[src/rtl/uart_arb_pkg.sv]
// Shared types and constants for the UART TX channel arbiter.
package uart_arb_pkg;

  typedef enum logic {
    ST_IDLE   = 1'b0,
    ST_LOCKED = 1'b1
  } arb_state_e;

  localparam logic [7:0]  EOP_BYTE_DEFAULT = 8'h0A;
  localparam int unsigned BURST_W          = 8;
  localparam int unsigned IDLE_W           = 16;

endpackage

[src/rtl/uart_tx_arbiter_rr_select.sv]
// Round-robin pick: first asserted request scanning last+1, last+2, ... modulo N_REQ.
module rr_select #(
  parameter int unsigned N_REQ = 2,
  parameter int unsigned IDX_W = (N_REQ > 1) ? $clog2(N_REQ) : 1
) (
  input  logic [N_REQ-1:0] req,
  input  logic [IDX_W-1:0] last,
  output logic [IDX_W-1:0] pick,
  output logic             any
);

  always_comb begin
    logic        found;
    int unsigned cand;
    pick  = '0;
    found = 1'b0;
    cand  = 0;
    for (int unsigned off = 1; off <= N_REQ; off++) begin
      cand = (32'(last) + off) % N_REQ;
      if (!found && req[IDX_W'(cand)]) begin
        pick  = IDX_W'(cand);
        found = 1'b1;
      end
    end
    any = |req;
  end

endmodule

[src/rtl/uart_tx_arbiter.sv]
// Message-atomic round-robin arbiter sharing one uart_tx byte channel between N_REQ streams.
module uart_tx_arbiter
  import uart_arb_pkg::*;
#(
  parameter int unsigned N_REQ        = 2,
  parameter logic [7:0]  EOP_BYTE     = EOP_BYTE_DEFAULT,
  parameter int unsigned MAX_BURST    = 64,
  parameter int unsigned IDLE_TIMEOUT = 1024
) (
  input  logic               clk,
  input  logic               rst,
  input  logic [N_REQ-1:0]   req_valid,
  input  logic [8*N_REQ-1:0] req_data,
  output logic [N_REQ-1:0]   req_ready,
  output logic               tx_valid,
  output logic [7:0]         tx_data,
  input  logic               tx_ready,
  output logic [N_REQ-1:0]   grant,
  output logic               busy
);

  localparam int unsigned         IDX_W      = (N_REQ > 1) ? $clog2(N_REQ) : 1;
  localparam logic [BURST_W-1:0]  BURST_LAST = BURST_W'(MAX_BURST - 1);
  localparam logic [IDLE_W-1:0]   IDLE_LAST  = IDLE_W'(IDLE_TIMEOUT - 1);

  arb_state_e         state_q, state_d;
  logic [IDX_W-1:0]   owner_q, owner_d;
  logic [IDX_W-1:0]   last_q, last_d;
  logic [BURST_W-1:0] burst_cnt_q, burst_cnt_d;
  logic [IDLE_W-1:0]  idle_cnt_q, idle_cnt_d;

  logic [IDX_W-1:0]   pick;
  logic               any_req;
  logic [7:0]         req_bytes [N_REQ];
  logic               locked;
  logic               owner_valid;
  logic [7:0]         owner_byte;
  logic               xfer;

  rr_select #(
    .N_REQ (N_REQ),
    .IDX_W (IDX_W)
  ) u_rr_select (
    .req  (req_valid),
    .last (last_q),
    .pick (pick),
    .any  (any_req)
  );

  for (genvar g = 0; g < N_REQ; g++) begin : g_lane
    assign req_bytes[g] = req_data[8*g +: 8];
    assign grant[g]     = locked && (owner_q == IDX_W'(g));
    assign req_ready[g] = grant[g] && tx_ready;
  end

  // Zero-latency pass-through from the owner while locked.
  assign locked      = (state_q == ST_LOCKED);
  assign owner_valid = req_valid[owner_q];
  assign owner_byte  = req_bytes[owner_q];
  assign tx_valid    = locked && owner_valid;
  assign tx_data     = locked ? owner_byte : 8'h00;
  assign busy        = locked;
  assign xfer        = tx_valid && tx_ready;

  always_comb begin
    state_d     = state_q;
    owner_d     = owner_q;
    last_d      = last_q;
    burst_cnt_d = burst_cnt_q;
    idle_cnt_d  = idle_cnt_q;
    case (state_q)
      ST_IDLE: begin
        if (any_req) begin
          state_d     = ST_LOCKED;
          owner_d     = pick;
          last_d      = pick;
          burst_cnt_d = '0;
          idle_cnt_d  = '0;
        end
      end
      ST_LOCKED: begin
        if (xfer) begin
          burst_cnt_d = (burst_cnt_q == '1) ? burst_cnt_q : burst_cnt_q + BURST_W'(1);
          idle_cnt_d  = '0;
          if ((owner_byte == EOP_BYTE) || (burst_cnt_q == BURST_LAST)) begin
            state_d = ST_IDLE;
          end
        end else if (!owner_valid) begin
          idle_cnt_d = (idle_cnt_q == '1) ? idle_cnt_q : idle_cnt_q + IDLE_W'(1);
          if (idle_cnt_q == IDLE_LAST) begin
            state_d = ST_IDLE;
          end
        end else begin
          // Owner valid but uart_tx stalled: not idle, keep the grant.
          idle_cnt_d = '0;
        end
      end
      default: state_d = ST_IDLE;
    endcase
  end

  always_ff @(posedge clk or posedge rst) begin
    if (rst) begin
      state_q     <= ST_IDLE;
      owner_q     <= '0;
      last_q      <= IDX_W'(N_REQ - 1);
      burst_cnt_q <= '0;
      idle_cnt_q  <= '0;
    end else begin
      state_q     <= state_d;
      owner_q     <= owner_d;
      last_q      <= last_d;
      burst_cnt_q <= burst_cnt_d;
      idle_cnt_q  <= idle_cnt_d;
    end
  end

endmodule

[config.mk]
export PLATFORM = sky130hd
export DESIGN_NAME = uart_tx_arbiter
export DESIGN_NICKNAME = d
export VERILOG_FILES = /design/src/rtl/uart_arb_pkg.sv /design/src/rtl/uart_tx_arbiter_rr_select.sv /design/src/rtl/uart_tx_arbiter.sv
export SDC_FILE = /design/constraint.sdc
export NUM_CORES = 1
export LEC_CHECK = 0
export ABC_AREA = 1
export CAP_MARGIN = 20
export CORE_MARGIN = 5
export CORE_UTILIZATION = 45
export DETAILED_ROUTE_END_ITERATION = 16
export GPL_ROUTABILITY_DRIVEN = 0
export HOLD_SLACK_MARGIN = 0.12
export PLACE_DENSITY = 0.81
export SETUP_SLACK_MARGIN = 0.02
export SYNTH_ARGS = -nofsm -noshare
export SYNTH_HDL_FRONTEND = slang
export SYNTH_SLANG_ARGS = --single-unit
[constraint.sdc]
create_clock -name clk -period 1.6 [get_ports clk]
set_input_delay 0.24 -clock clk [delete_from_list [all_inputs] [get_ports clk]]
set_output_delay 0.24 -clock clk [all_outputs]
set_load 0.05 [all_outputs]
# --- Word-level counts from Yosys, hierarchy flattened ---
# Index checks and enable logic that the tools add are counted.
totals:
  regBits: 27
  output_inout_bits: 14
  elab_cells: 66
  input_bits: 21
op_classes:
  eq_ne: 9
  reduce_logical: 13
  muxes: 28
  n_bitwise: 3
  n_addsub: 4
  n_lt_le_gt_ge: 4
op_table:
  columns: ["cell", "count"]
  rows:
  - ["$mux 16", 4]
  - ["$mux 8", 7]
  - ["$pmux 16 s2", 1]
  - ["$add 16x1->16 const B", 1]
  - ["$eq 16x10->1 const B", 1]
  - ["$eq 16x16->1 const B", 1]
  - ["$pmux 8 s2", 1]
  - ["$mux 1", 14]
  - ["$add 8x1->8 const B", 1]
  - ["$eq 8x4->1 const B", 1]
  - ["$eq 8x6->1 const B", 1]
  - ["$eq 8x8->1 const B", 1]
  - ["$logic_and 1x1->1", 7]
  - ["$lt 1x2->1 const B", 3]
  - ["$ne 2x2->1 const B", 2]
  - ["$ne 4x4->1 const B", 1]
  - ["$reduce_and 2->1", 2]
  - ["$reduce_and 3->1", 1]
  - ["$add 1x1->1 const B", 2]
  - ["$ge 2x2->1 const B", 1]
  - ["$ne 2x1->1 const B", 1]
  - ["$not 1->1", 2]
  - ["$not 1->2", 1]
  - ["$pmux 1 s2", 1]
  - ["other kinds (3)", 3]

# --- Logic depth before layout (Yosys ltp) ---
# Gate-level depths: netlist of the first run.
logic_depth:
  ltp_word: 9
  ltp_mapped: 11
  mapped_depth_nobuf: 10

# --- Hierarchy ---
# From an unflattened synthesis of the first run, not the netlist that was laid out.
hier_totals:
  hier_cells: 287
  hier_area_um2: 1898.1
by_module_without_submodules:
  columns: ["mod", "cells_per_inst", "area_per_inst_um2", "instances", "seq_area_each_um2"]
  rows:
  - ["uart_tx_arbiter", 284, 1883.1, 1, 676.9]
  - ["rr_select", 3, 15.0, 1, 0.0]

# --- Least setup slack after synthesis of the first run ---
# Ideal clock, no wire load.
synth_timing:
  path_kind: "flip-flop to output port"
  start: "register state_q (netlist: busy)"
  end: "output port req_ready[0]"
  n_path_buf: 1
  slack_ns: -0.785
  path_stages_with_launch: 4
  required_time_ns: 1.360
  arrival_ns: 2.145
  cell_sequence: "dfrtp_1 -> inv_1 -> buf_2 -> nor3_1"
synth_between:
  elab_chain_len: 2
synth_rtl:
  columns: ["item", "line", "text"]
  rows:
  - ["start, declared", "uart_tx_arbiter.sv:26", "arb_state_e state_q, state_d;"]
  - ["start signal, assigned", "uart_tx_arbiter.sv:110", "state_q <= state_d;"]
  - ["$logic_and 1x1->1", "uart_tx_arbiter.sv:52", "assign grant[g] = locked && (owner_q == IDX_W'(g));"]
  - ["$logic_and 1x1->1", "uart_tx_arbiter.sv:53", "assign req_ready[g] = grant[g] && tx_ready;"]
  - ["end, declared", "uart_tx_arbiter.sv:14", "output logic [N_REQ-1:0] req_ready,"]
# No other way between the ends.

# --- Final worst setup path of the first run ---
layout_timing:
  start: "register owner_q"
  end: "output port tx_valid"
layout_between:
  elab_chain_len: 3
layout_rtl:
  columns: ["item", "line", "text"]
  rows:
  - ["start, declared", "uart_tx_arbiter.sv:27", "logic [IDX_W-1:0] owner_q, owner_d;"]
  - ["start signal, assigned", "uart_tx_arbiter.sv:111", "owner_q <= owner_d;"]
  - ["$mux 1 (implied by the code) (2 in a row)", "uart_tx_arbiter.sv:58", "assign owner_valid = req_valid[owner_q];"]
  - ["$logic_and 1x1->1", "uart_tx_arbiter.sv:60", "assign tx_valid = locked && owner_valid;"]
  - ["end, declared", "uart_tx_arbiter.sv:15", "output logic tx_valid,"]
# No other way between the ends. The select of a mux whose other input is x is not followed.

==> results.py, run 1 <==
metrics = {
    "status": {
        "outcome": "finished, violations left",
        "violations": "negative setup slack",
    },
    "synthesis": {
        "ys_types": 32,
        "ys_seq_elements": 27,
        "synth.avg_cell_area_um2": 6.76,
        "async_flop_share_pct": 100,
        "synth-adder-area-share_pct": 1.28,
        "yosysWarnings": 0,
        "synth-compound-area-share_pct": 12.0,
        "synthXorXnorAreaFrac_pct": 2.68,
        "ys_seq_area_share_pct": 34.5,
        "synth-main-ff-cell": "dfrtp_1",
        "synth_area_mm2": 0.00196,
        "synth_top_cell_area_share_pct": 33.2,
        "synth_top_family_by_area": "simple AND/OR/NAND/NOR gates",
        "yosys.area_share.simple_pct": 39.6,
        "synth_edf_count": 0,
        "mappedNetlistNets": 313,
        "syn_inst": 290,
        "synth_top_cell_by_area": "dfrtp_1",
        "synth_mux_area_share_pct": 0,
        "yosys-top-cells-area": "dfrtp_1 (33%), nand2_1 (15%), inv_1 (6.7%), nand3_1 (6.6%), nor2_1 (5.9%)",
    },
    "routing": {
        "viasPerCell": 5.43,
        "drt_iter0_drc": 213,
        "firstDrtPassIters": 4,
        "drc_errors": 0,
        "drtAntennaViolNets": 0,
        "wl_per_cell_um": 15.4,
        "vias": 2176,
        "wirelength_um": 6170,
    },
    "finish": {
        "area_delta_synth_final_pct": 57.6,
        "antenna_cells": 0,
        "nNetsFinal": 373,
        "drive_above_1_share_pct": 37.2,
    },
    "cts": {
        "clockBufferDepth": 2,
        "h-tree-depth": 1,
        "tritoncts": "done",
        "cts_made_buffers": 3,
        "hold_buffers": 0,
        "cts_root_buffer": "clkbuf_8",
        "clkTransAtPathRegs_ns": 0.11,
        "cts.sinks": 27,
        "clk_latency_ns": 0.29,
    },
    "critical_path": {
        "crit_path_frequent_cell": "buf_12",
        "cp_cell_sequence": "buf_12 > nand2_4 > o21ai_4 > buf_6 > nor2_4 > buf_12",
        "endpoint": "tx_valid",
        "worstRegToRegCells": 9,
        "cp_top_family": "flip-flops",
        "cp-end-kind": "primary output",
        "reg2reg_to": "idle_cnt_q[13]$_DFFE_PP0P_",
        "crit_cells": 6,
        "crit_required_ns": 1.36,
        "cp_data_arrival_time_ns": 1.45,
        "crit_path_start_kind": "register",
        "slowest_delay_ns": 0.49,
        "r2r-start": "idle_cnt_q[9]$_DFFE_PP0P_",
        "reg2reg_slack_ns": 0.01,
        "path_class": "reg2out",
        "startpoint": "owner_q$_DFFE_PP0P_",
        "cpMaxStageDelayCell": "dfrtp_2",
        "path_max_fanout": 6,
        "critPathBufInv": 3,
    },
    "timing": {
        "slew_violations": 0,
        "finClkSkew_ns": 0.0151,
        "setup_viol": 9,
        "whs_ns": 0.296,
        "rsz0062_at_grt": "true",
        "maxSlewHeadroom_pct": 71.5,
        "fin_ws_ns": -0.0905,
        "hold_viol_final": 0,
        "tightest_slew_ns": 0.426,
        "fin_crit_ns": 1.69,
        "fmax_mhz": 592,
        "finalCritPeriodShare_pct": 106,
    },
    "place": {
        "place_ws_ns": -0.173,
        "place_hpwl_um": 3810,
        "port_buffers": 34,
    },
    "grt": {
        "antenna_found_initial": 0,
        "overflow": 0,
        "grt_pass1_wl_um": 9230,
        "track_usage_pct": 19.3,
        "grt_pass1_vias": 2020,
        "grt_max_degree": 28,
    },
    "die": {
        "initial_core_util_pct": 45.6,
        "io-pin-count": 35,
        "die_area_mm2": 0.00577,
        "rows": 24,
        "core_mm2": 0.00429,
        "die_x_um": 76.0,
        "die_h_um": 76.0,
    },
    "job": {
        "max_cap_violations": 0,
    },
    "pwr": {
        "max-vdd-ir-drop_v": 0.000533,
        "p_per_area_mw_per_mm2": 669,
        "p_total_mw": 2.07,
        "p_leak_nw": 1.35,
    },
    "hold_path": {
        "hold_path.class": "in2async",
    },
}
## state kept, by name (all words and copies together) (netlist names)
signal / cells
last_q: 1
burst_cnt_q: 8
busy: 1
idle_cnt_q: 16
owner_q: 1
## worst reg2reg max path: cells and delay by family, from the launching register on
kind                   cells  cell delay (ns)
and+or+nand+nor            8             1.00
DFF                        1             0.46
buffers and inverters      1             0.03
## final cells by class
cell class | count | area, um2
timing repair buffer | 60 | 687
clock buffer | 3 | 41.3
multi-input combinational | 221 | 1470
tap | 52 | 65.1
clock inverter | 1 | 7.51
fill | 286 | 1210
sequential | 27 | 681
inverter | 37 | 141
## synthesized netlist by cell type (3+ instances only)
library cell and n:
nand2_2 9, o21ai_0 10, nand4_1 11, o21ai_1 12, nand2_1 80, nand3_1 26, a21oi_1 3, xor2_1 4
nor3_1 5, inv_1 35, o21ai_2 10, nor2_1 31, nor2_2 3, dfrtp_1 26
## metrics by stage
step	utilization, %	cell area [um2]	cells	setup TNS, ns
3_3_place_gp	60.7	2610	387	-2.79
6_report	71.9	3090	401	-0.463
3_5_place_dp	60.7	2610	387	-3.64
4_1_cts	65.7	2820	396	-1.00
5_1_grt	71.9	3090	401	-1.72
2_1_floorplan	-	2070	290	-0.0503
## how the worst min path moves through the flow
stage | from | end | slack [ns] | depth (start not counted)
after floorplan | rst | burst_cnt_q[0]$_DFFE_PP0P_ | 0.29 | 1
after global placement | last_q$_DFFE_PP1P_ | last_q$_DFFE_PP1P_ | 0.50 | 2
after detailed placement | last_q$_DFFE_PP1P_ | last_q$_DFFE_PP1P_ | 0.52 | 2
after CTS | rst | idle_cnt_q[5]$_DFFE_PP0P_ | 0.31 | 3
after global routing | rst | idle_cnt_q[5]$_DFFE_PP0P_ | 0.35 | 3
final | rst | idle_cnt_q[5]$_DFFE_PP0P_ | 0.30 | 3
## cells in the final DEF, fill, tap and decap left out, types with 4 or more instances in the layout
master,n
buf_8,6
nand2_4,8
o21ai_1,6
nand2_1,64
buf_4,20
nand4_1,11
o21ai_2,16
inv_2,4
o21ai_0,4
buf_6,5
dfrtp_1,23
nand3_1,22
nor2_1,20
o21ai_4,6
buf_12,7
xor2_1,4
clkdlybuf4s50_1,20
inv_1,32
nor3_1,4
nand2_2,19
nor2_4,13
## routing by layer
| metal | GRT usage, % | vias up | share of wire [%] |
|---|---|---|---|
| met4 | 8.01 | 0 | 2.9 |
| met2 | 31.2 | 94 | 50 |
| met5 | 0 | - | 0 |
| met3 | 4.73 | 22 | 6.6 |
| met1 | 24.4 | 1006 | 40 |
| li1 | - | 1054 | - |
## power by group
group	total (mW)	switching [mW]	internal, mW
logic	0.806	0.433	0.373
clock network	0.418	0.240	0.178
registers	0.842	0.0834	0.759
total	2.07	0.756	1.31
## timing repair
action | CTS | global route
hold endpoints to repair | 0 | 0
pin swaps | 4 | 17
setup endpoints to repair | 23 | 38
cloned | 2 | 3
resized for setup | 37 | 53
setup buffers | 3 | 3
## logic make-up (layout without fill, tap and decap cells)
kind of cell    count (synthesis)  after routing
fa+ha+maj                       2              2
compound gates                 38             38
simple gates                  172            175
xor+xnor                        6              6
buf+inv                        45            101
flops                          27             27
Power figures use the tool's default switching activity.
==> inputs of run 2 (changes only) <==
ABC_AREA = not set   (was 1)
CORE_UTILIZATION = 51   (was 45)
PLACE_DENSITY = 0.9   (was 0.81)
==> run 2 against run 1 <==
Net effect: the flow still finishes with violations (negative setup slack); sequential share of layout area is 0.62 points lower; design area increased by 2.9%; fmax down 11%; routed wire length up 60%; worst hold slack got worse by 0.052 ns; sequential cell count did not move; count of clock-buffer cells in the layout rose by 1; clock power is 21% lower; total power increased by 110%; setup slack worse by 0.21 ns; utilization up 23 points; critical path type unchanged; critical endpoint unchanged.
==> results.py, run 2 <==
metrics = {
    "status": {
        "outcome": "finished, violations left",
        "violations": "negative setup slack",
    },
    "grt": {
        "grt_max_degree": 28,
        "track_usage_pct": 39.9,
        "grt_pass1_vias": 2295,
        "overflow": 0,
        "antenna_found_initial": 1,
        "grt_pass1_wl_um": 13200,
    },
    "routing": {
        "viasPerCell": 7.52,
        "wirelength_um": 9880,
        "drc_errors": 0,
        "drtAntennaViolNets": 0,
        "firstDrtPassIters": 7,
        "wl_per_cell_um": 29.8,
        "vias": 2496,
        "drt_iter0_drc": 518,
    },
    "place": {
        "dp.cells": 312,
        "place_hpwl_um": 4360,
        "port_buffers": 34,
    },
    "die": {
        "initial_core_util_pct": 52.5,
        "die_area_mm2": 0.00471,
        "core_mm2": 0.00334,
        "die_x_um": 68.6,
        "io-pin-count": 35,
        "die_h_um": 68.6,
        "rows": 21,
    },
    "finish": {
        "final_util_pct": 95.2,
        "n_fill_cell": 82,
        "nNetsFinal": 308,
        "reg.largest.list": "idle_cnt_q x16, burst_cnt_q x8",
        "final_cell_mix": "buf_4 (55), dfrtp_1 (23), clkdlybuf4s50_1 (20), o21ai_1 (18), buf_12 (16)",
        "drive_above_1_share_pct": 51.4,
        "regArea_um2": 681,
        "layout_commonest_cell": "buf_4",
        "largest_register": "idle_cnt_q",
        "multi_input_area_mm2": 0.00138,
        "final-instance-count-excl-fill": 332,
        "area_delta_synth_final_pct": 81.3,
        "largest_reg_flops": 16,
    },
    "timing": {
        "fmax_mhz": 525,
        "hold_viol_final": 0,
        "setup_viol": 37,
        "whs_ns": 0.244,
        "fin_ws_ns": -0.305,
        "tightest_slew_ns": 0.578,
        "finClkSkew_ns": 0.00436,
        "rsz0062_at_grt": "true",
        "maxSlewHeadroom_pct": 61.4,
        "fin_crit_ns": 1.91,
        "slew_violations": 0,
        "finalCritPeriodShare_pct": 119,
    },
    "cts": {
        "clockBufferDepth": 2,
        "clk_latency_ns": 0.36,
        "h-tree-depth": 1,
        "clkTransAtPathRegs_ns": 0.15,
        "cts_root_buffer": "clkbuf_4",
        "cts.sinks": 27,
        "tritoncts": "done",
        "cts_made_buffers": 3,
    },
    "critical_path": {
        "cp_top_family": "flip-flops",
        "cpMaxStageDelayCell": "dfrtp_2",
        "path_class": "reg2out",
        "cp_cell_sequence": "mux2i_4 > buf_6 > buf_6 > nor2b_2 > buf_6",
        "crit_path_frequent_cell": "buf_6",
        "crit_required_ns": 1.36,
        "slowest_delay_ns": 0.47,
        "crit_path_start_kind": "register",
        "critPathBufInv": 3,
        "cp_data_arrival_time_ns": 1.67,
        "cp-end-kind": "primary output",
        "path_max_fanout": 5,
    },
    "pwr": {
        "max-vdd-ir-drop_v": 0.000970,
        "p_total_mw": 4.39,
        "p_per_area_mw_per_mm2": 1380,
        "p_leak_nw": 1.39,
    },
    "hold_path": {
        "hold_path.class": "in2async",
    },
    "synthesis": {
        "ys_seq_area_share_pct": 38.6,
        "synth-main-ff-cell": "dfrtp_1",
        "ys_seq_elements": 27,
        "syn_inst": 190,
        "yosys-top-cells-area": "dfrtp_1 (37%), mux2i_1 (4.6%), nor2b_1 (3.9%), o21ai_1 (3.7%), nand3_1 (3.4%)",
        "synth_area_mm2": 0.00175,
        "async_flop_share_pct": 100,
        "synth_edf_count": 0,
        "ys_types": 52,
        "yosysMostFrequentCell": "dfrtp_1",
        "synth_top_cell_area_share_pct": 37.1,
        "mappedNetlistNets": 213,
        "synthTopCellsByCount": "dfrtp_1 (26), nor2_1 (13), o21ai_1 (13)",
        "yosysWarnings": 0,
        "synth_top_cell_by_area": "dfrtp_1",
        "synth.avg_cell_area_um2": 9.23,
    },
    "job": {
        "max_cap_violations": 0,
    },
}
run 2: cell type report:
class	count	area share, %
antenna	2	0.157
multi-input combinational	152	43.3
sequential	27	21.4
tap	46	1.81
timing repair buffer	99	32.2
clock buffer	4	0.827
inverter	2	0.236
run 2: final timing paths:
kind | cells past startpoint | endpoint | slack, ns | start
setup reg to reg | 8 | idle_cnt_q[12]$_DFFE_PP0P_ | -0.30 | owner_q$_DFFE_PP0P_
setup / recovery | 5 | tx_valid | -0.31 | owner_q$_DFFE_PP0P_
max in group asynchronous | 3 | last_q$_DFFE_PP1P_ | 1.05 | rst
hold / removal | 3 | burst_cnt_q[1]$_DFFE_PP0P_ | 0.24 | rst
min in group clk | 2 | last_q$_DFFE_PP1P_ | 0.58 | last_q$_DFFE_PP1P_
hold reg to reg | 2 | last_q$_DFFE_PP1P_ | 0.58 | last_q$_DFFE_PP1P_
run 2: timing repair:
item / CTS / global route
pin swaps: 11 / 14
hold buffers: 0 / 0
setup endpoints to repair: 37 / 38
setup buffers: 7 / 8
endpoints found under the hold margin: 0 / 0
resized for setup: 38 / 26
run 2: routing by layer:
layer / part of all wire [%] / vias up / global-route usage, %
met3: 14 / 130 / 15.2
met1: 33 / 1152 / 45.2
met2: 43 / 301 / 61.5
met4: 9.8 / 0 / 27.0
li1: - / 913 / -
met5: 0 / - / 2.50
run 2: power by group:
group | internal, mW | switching [mW] | total, mW | leakage [nW]
clock network | 0.0987 | 0.231 | 0.330 | 0.0150
registers | 0.809 | 0.128 | 0.937 | 0.354
logic | 1.52 | 1.60 | 3.13 | 1.02
run 2: metrics by stage:
stage	TNS (ns)	area [um2]	worst slack (ns)
final	-8.19	3180	-0.305
after global routing	-9.21	3180	-0.347
after CTS	-2.77	3020	-0.145
after detailed placement	-8.49	2730	-0.468
after global placement	-6.28	2730	-0.313
after floorplan	-0.584	1880	-0.0691
run 2: cells by family after synthesis:
group	share of synthesized area, %
AO/OA/AOI/OAI	20.9
XOR/XNOR	2.50
adder cells (fa/ha/maj)	1.43
buffers and inverters	4.35
flip-flops	38.6
multiplexers	6.50
AND/OR/NAND/NOR	25.7
run 2: worst register-to-register path: stages, from the launching register on:
cell and delay, ns:
dfrtp_2 0.47, mux2i_4 0.41, buf_4 0.21, a21oi_2 0.07, buf_4 0.17, o21ai_4 0.16, buf_12 0.15, o21ai_1 0.07
o21ai_1 0.11
==> inputs of run 3 (changes only) <==
PLACE_DENSITY = 0.79   (was 0.9)
==> run 3 against run 2 <==
Net effect: area after synthesis stayed put; the flow now stops in global routing; synthesized cell count stayed put.
==> results.py, run 3 <==
metrics = {
    "status": {
        "outcome": "stopped before the end",
        "haltStage": "global routing",
        "tool.error": "[ERROR DPL-0033] detailed placement checks failed during check placement.",
    },
    "cts": {
        "hold_buffers": 0,
        "h-tree-depth": 1,
        "clockBufferDepth": 2,
        "cts_made_buffers": 3,
        "cts_root_buffer": "clkbuf_4",
        "cts.sinks": 27,
    },
    "synthesis": {
        "synth_top_family_by_area": "simple AND/OR/NAND/NOR gates",
        "ys_types": 52,
        "synth_edf_count": 0,
        "synth_mux_area_share_pct": 6.50,
        "synth-compound-area-share_pct": 20.9,
        "yosysMostFrequentCell": "dfrtp_1",
        "synth_top_cell_by_area": "dfrtp_1",
        "async_flop_share_pct": 100,
        "ys_seq_area_share_pct": 38.6,
        "synth_area_mm2": 0.00175,
        "synth-adder-area-share_pct": 1.43,
        "ys_seq_elements": 27,
        "mappedNetlistNets": 213,
        "yosys-top-cells-area": "dfrtp_1 (37%), mux2i_1 (4.6%), nor2b_1 (3.9%), o21ai_1 (3.7%), nand3_1 (3.4%)",
        "synthTopCellsByCount": "dfrtp_1 (26), nor2_1 (13), o21ai_1 (13)",
        "syn_inst": 190,
        "yosys.area_share.simple_pct": 25.7,
        "synth_top_cell_area_share_pct": 37.1,
        "synth-main-ff-cell": "dfrtp_1",
        "yosysWarnings": 0,
        "synthXorXnorAreaFrac_pct": 2.50,
        "synth.avg_cell_area_um2": 9.23,
    },
    "die": {
        "die_h_um": 68.6,
        "io-pin-count": 35,
        "rows": 21,
        "initial_core_util_pct": 52.5,
        "die_x_um": 68.6,
    },
    "timing": {
        "grt-worst-endpoint": "burst_cnt_q[4]$_DFFE_PP0P_/D",
        "worstEndpointType": "register data pin",
    },
    "grt": {
        "grt_max_degree": 28,
        "antenna_found_initial": 0,
    },
    "place": {
        "port_buffers": 34,
        "place_hpwl_um": 4300,
        "dpl_cell_area_mm2": 0.00273,
        "place_ws_ns": -0.362,
    },
}
-- run 3: cell counts after synthesis --
Identical to the previous run, type by type.
-- run 3: what timing repair did --
| item | in CTS |
|---|---|
| buffers inserted | 9 |
| pin swaps | 8 |
| gates resized for setup | 28 |
| endpoints found under the hold margin | 0 |
| setup endpoints to repair | 37 |
-- run 3: cell families after synthesis --
logic type      after synthesis
simple gates                 78
flops                        27
compound gates               57
mux                          10
xor+xnor                      5
fa+ha+maj                     2
buf+inv                      11
-- run 3: per-stage QoR --
step           util, %  cells  hold WS [ns]
3_5_place_dp      81.7    313         0.495
4_1_cts           88.3    326         0.260
2_1_floorplan        -    190         0.292
3_3_place_gp      81.7    313         0.480
==> inputs of run 4 (changes only) <==
CORE_UTILIZATION = 40   (was 51)
HOLD_SLACK_MARGIN = not set   (was 0.12)
PLACE_DENSITY = not set   (was 0.79)
PLACE_DENSITY_LB_ADDON = 0.15   (was not set)
SETUP_SLACK_MARGIN = not set   (was 0.02)
==> run 4 against run 3 <==
Net effect: the flow now finishes, with violations (negative setup slack).
==> results.py, run 4 (synthesis results as in run 2) <==
metrics = {
    "finish": {
        "final-instance-count-excl-fill": 336,
        "antenna_cells": 0,
        "nNetsFinal": 308,
        "area_delta_synth_final_pct": 80.1,
        "final_util_pct": 73.5,
        "layout_commonest_cell": "buf_4",
        "reg.largest.list": "idle_cnt_q x16, burst_cnt_q x8",
        "stdcell_area_mm2": 0.00316,
        "n_fill_cell": 305,
        "largest_reg_flops": 16,
        "final_cell_mix": "buf_4 (58), dfrtp_1 (24), clkdlybuf4s50_1 (20), o21ai_1 (16), buf_12 (15)",
        "drive_above_1_share_pct": 51.4,
        "largest_register": "idle_cnt_q",
    },
    "critical_path": {
        "critPathBufInv": 2,
        "cp_top_family": "flip-flops",
        "cp_cell_sequence": "mux2i_4 > buf_4 > nor2b_2 > buf_4",
        "crit_required_ns": 1.36,
        "cp-end-kind": "primary output",
        "path_max_fanout": 5,
        "cp_data_arrival_time_ns": 1.47,
        "crit_path_start_kind": "register",
        "cpMaxStageDelayCell": "dfrtp_2",
        "path_class": "reg2out",
        "slowest_delay_ns": 0.45,
        "reg2reg_slack_ns": -0.10,
        "crit_path_frequent_cell": "buf_4",
    },
    "die": {
        "die_h_um": 76.2,
        "initial_core_util_pct": 40.8,
        "die_area_mm2": 0.00581,
        "core_mm2": 0.00429,
        "die_x_um": 76.2,
        "io-pin-count": 35,
        "rows": 24,
    },
    "place": {
        "dp.cells": 317,
        "place_hpwl_um": 3970,
        "place_ws_ns": -0.320,
        "port_buffers": 34,
        "dpl_cell_area_mm2": 0.00271,
    },
    "routing": {
        "drc_errors": 0,
        "wirelength_um": 5850,
        "viasPerCell": 5.74,
        "drt_iter0_drc": 95,
        "vias": 1928,
        "drtAntennaViolNets": 0,
        "wl_per_cell_um": 17.4,
        "firstDrtPassIters": 4,
    },
    "hold_path": {
        "hold_path.class": "in2async",
    },
    "pwr": {
        "p_per_area_mw_per_mm2": 1320,
        "combPwrFrac_pct": 68.4,
        "p_leak_nw": 1.41,
        "intPower_mw": 2.48,
        "p_switching_mw": 1.69,
        "p_total_mw": 4.17,
        "max-vdd-ir-drop_v": 0.000729,
        "power_frac_seq_pct": 22.0,
        "power_frac_clock_pct": 9.6,
        "p_sw_share_pct": 40.4,
    },
    "grt": {
        "grt_pass1_vias": 1926,
        "overflow": 0,
        "grt_pass1_wl_um": 9490,
        "grt_max_degree": 28,
        "track_usage_pct": 19.5,
        "antenna_found_initial": 0,
    },
    "cts": {
        "h-tree-depth": 1,
        "cts_made_buffers": 3,
        "clockBufferDepth": 2,
        "cts.sinks": 27,
        "clk_latency_ns": 0.28,
        "cts_root_buffer": "clkbuf_8",
        "tritoncts": "done",
        "clkTransAtPathRegs_ns": 0.10,
    },
    "status": {
        "violations": "negative setup slack",
        "outcome": "finished, violations left",
    },
    "timing": {
        "final.setup.tns_ns": -1.65,
        "rsz0062_at_grt": "true",
        "fin_ws_ns": -0.106,
        "hold_viol_final": 0,
        "slew_violations": 0,
        "whs_ns": 0.315,
        "maxSlewHeadroom_pct": 75.5,
        "fin_crit_ns": 1.71,
        "tightest_slew_ns": 0.366,
        "fmax_mhz": 586,
        "finalCritPeriodShare_pct": 107,
        "finClkSkew_ns": 0.0106,
        "setup_viol": 29,
    },
    "job": {
        "max_cap_violations": 0,
    },
}
==> run 4: layer usage <==
metal  up-vias  share of wire [%]  track usage [%]
met5         -                  0                0
met4         0                1.6             4.90
met3        14                4.0             3.19
met2        62                 54             36.6
met1       947                 40             22.7
li1        905                  -                -
==> run 4: power by group through the flow <==
stage / Clock (mW) / Sequential [mW] / Combinational (mW)
final: 0.402 / 0.917 / 2.85
after global routing: 0.441 / 0.935 / 3.00
after CTS: 0.406 / 0.908 / 2.65
after detailed placement: 0 / 0.908 / 2.28
after global placement: 0 / 0.897 / 2.23
after floorplan: 0 / 0.925 / 1.31
==> run 4: cell type report <==
type | instances | area [um2] | area share (%)
clock buffers | 4 | 45.0 | 1.43
repair buffers | 98 | 1010 | 31.9
well taps | 52 | 65.1 | 2.06
multi-input cells | 153 | 1350 | 42.8
inverters | 2 | 7.51 | 0.238
flip-flops and latches | 27 | 679 | 21.5
==> run 4: worst paths after layout <==
path / endpoint / from / depth (start not counted)
max: tx_valid / owner_q$_DFFE_PP0P_ / 4
min reg2reg: last_q$_DFFE_PP1P_ / last_q$_DFFE_PP1P_ / 2
max reg2reg: burst_cnt_q[4]$_DFFE_PP0P_ / burst_cnt_q[0]$_DFFE_PP0P_ / 7
min: burst_cnt_q[6]$_DFFE_PP0P_ / rst / 3
min in group clk: last_q$_DFFE_PP1P_ / last_q$_DFFE_PP1P_ / 2
max in group asynchronous: last_q$_DFFE_PP1P_ / rst / 3
==> run 4: repair_timing <==
item / 4_1_cts / 5_1_grt
hold buffers: 0 / 0
cloned: 1 / 1
setup buffers: 9 / 6
setup endpoints to repair: 35 / 38
pin swaps: 15 / 9
gates resized for setup: 27 / 30
==> run 4: worst min-delay path, cell delays in order <==
cell and delay, ns:
clkdlybuf4s50_1 0.39, inv_1 0.05, buf_4 0.33
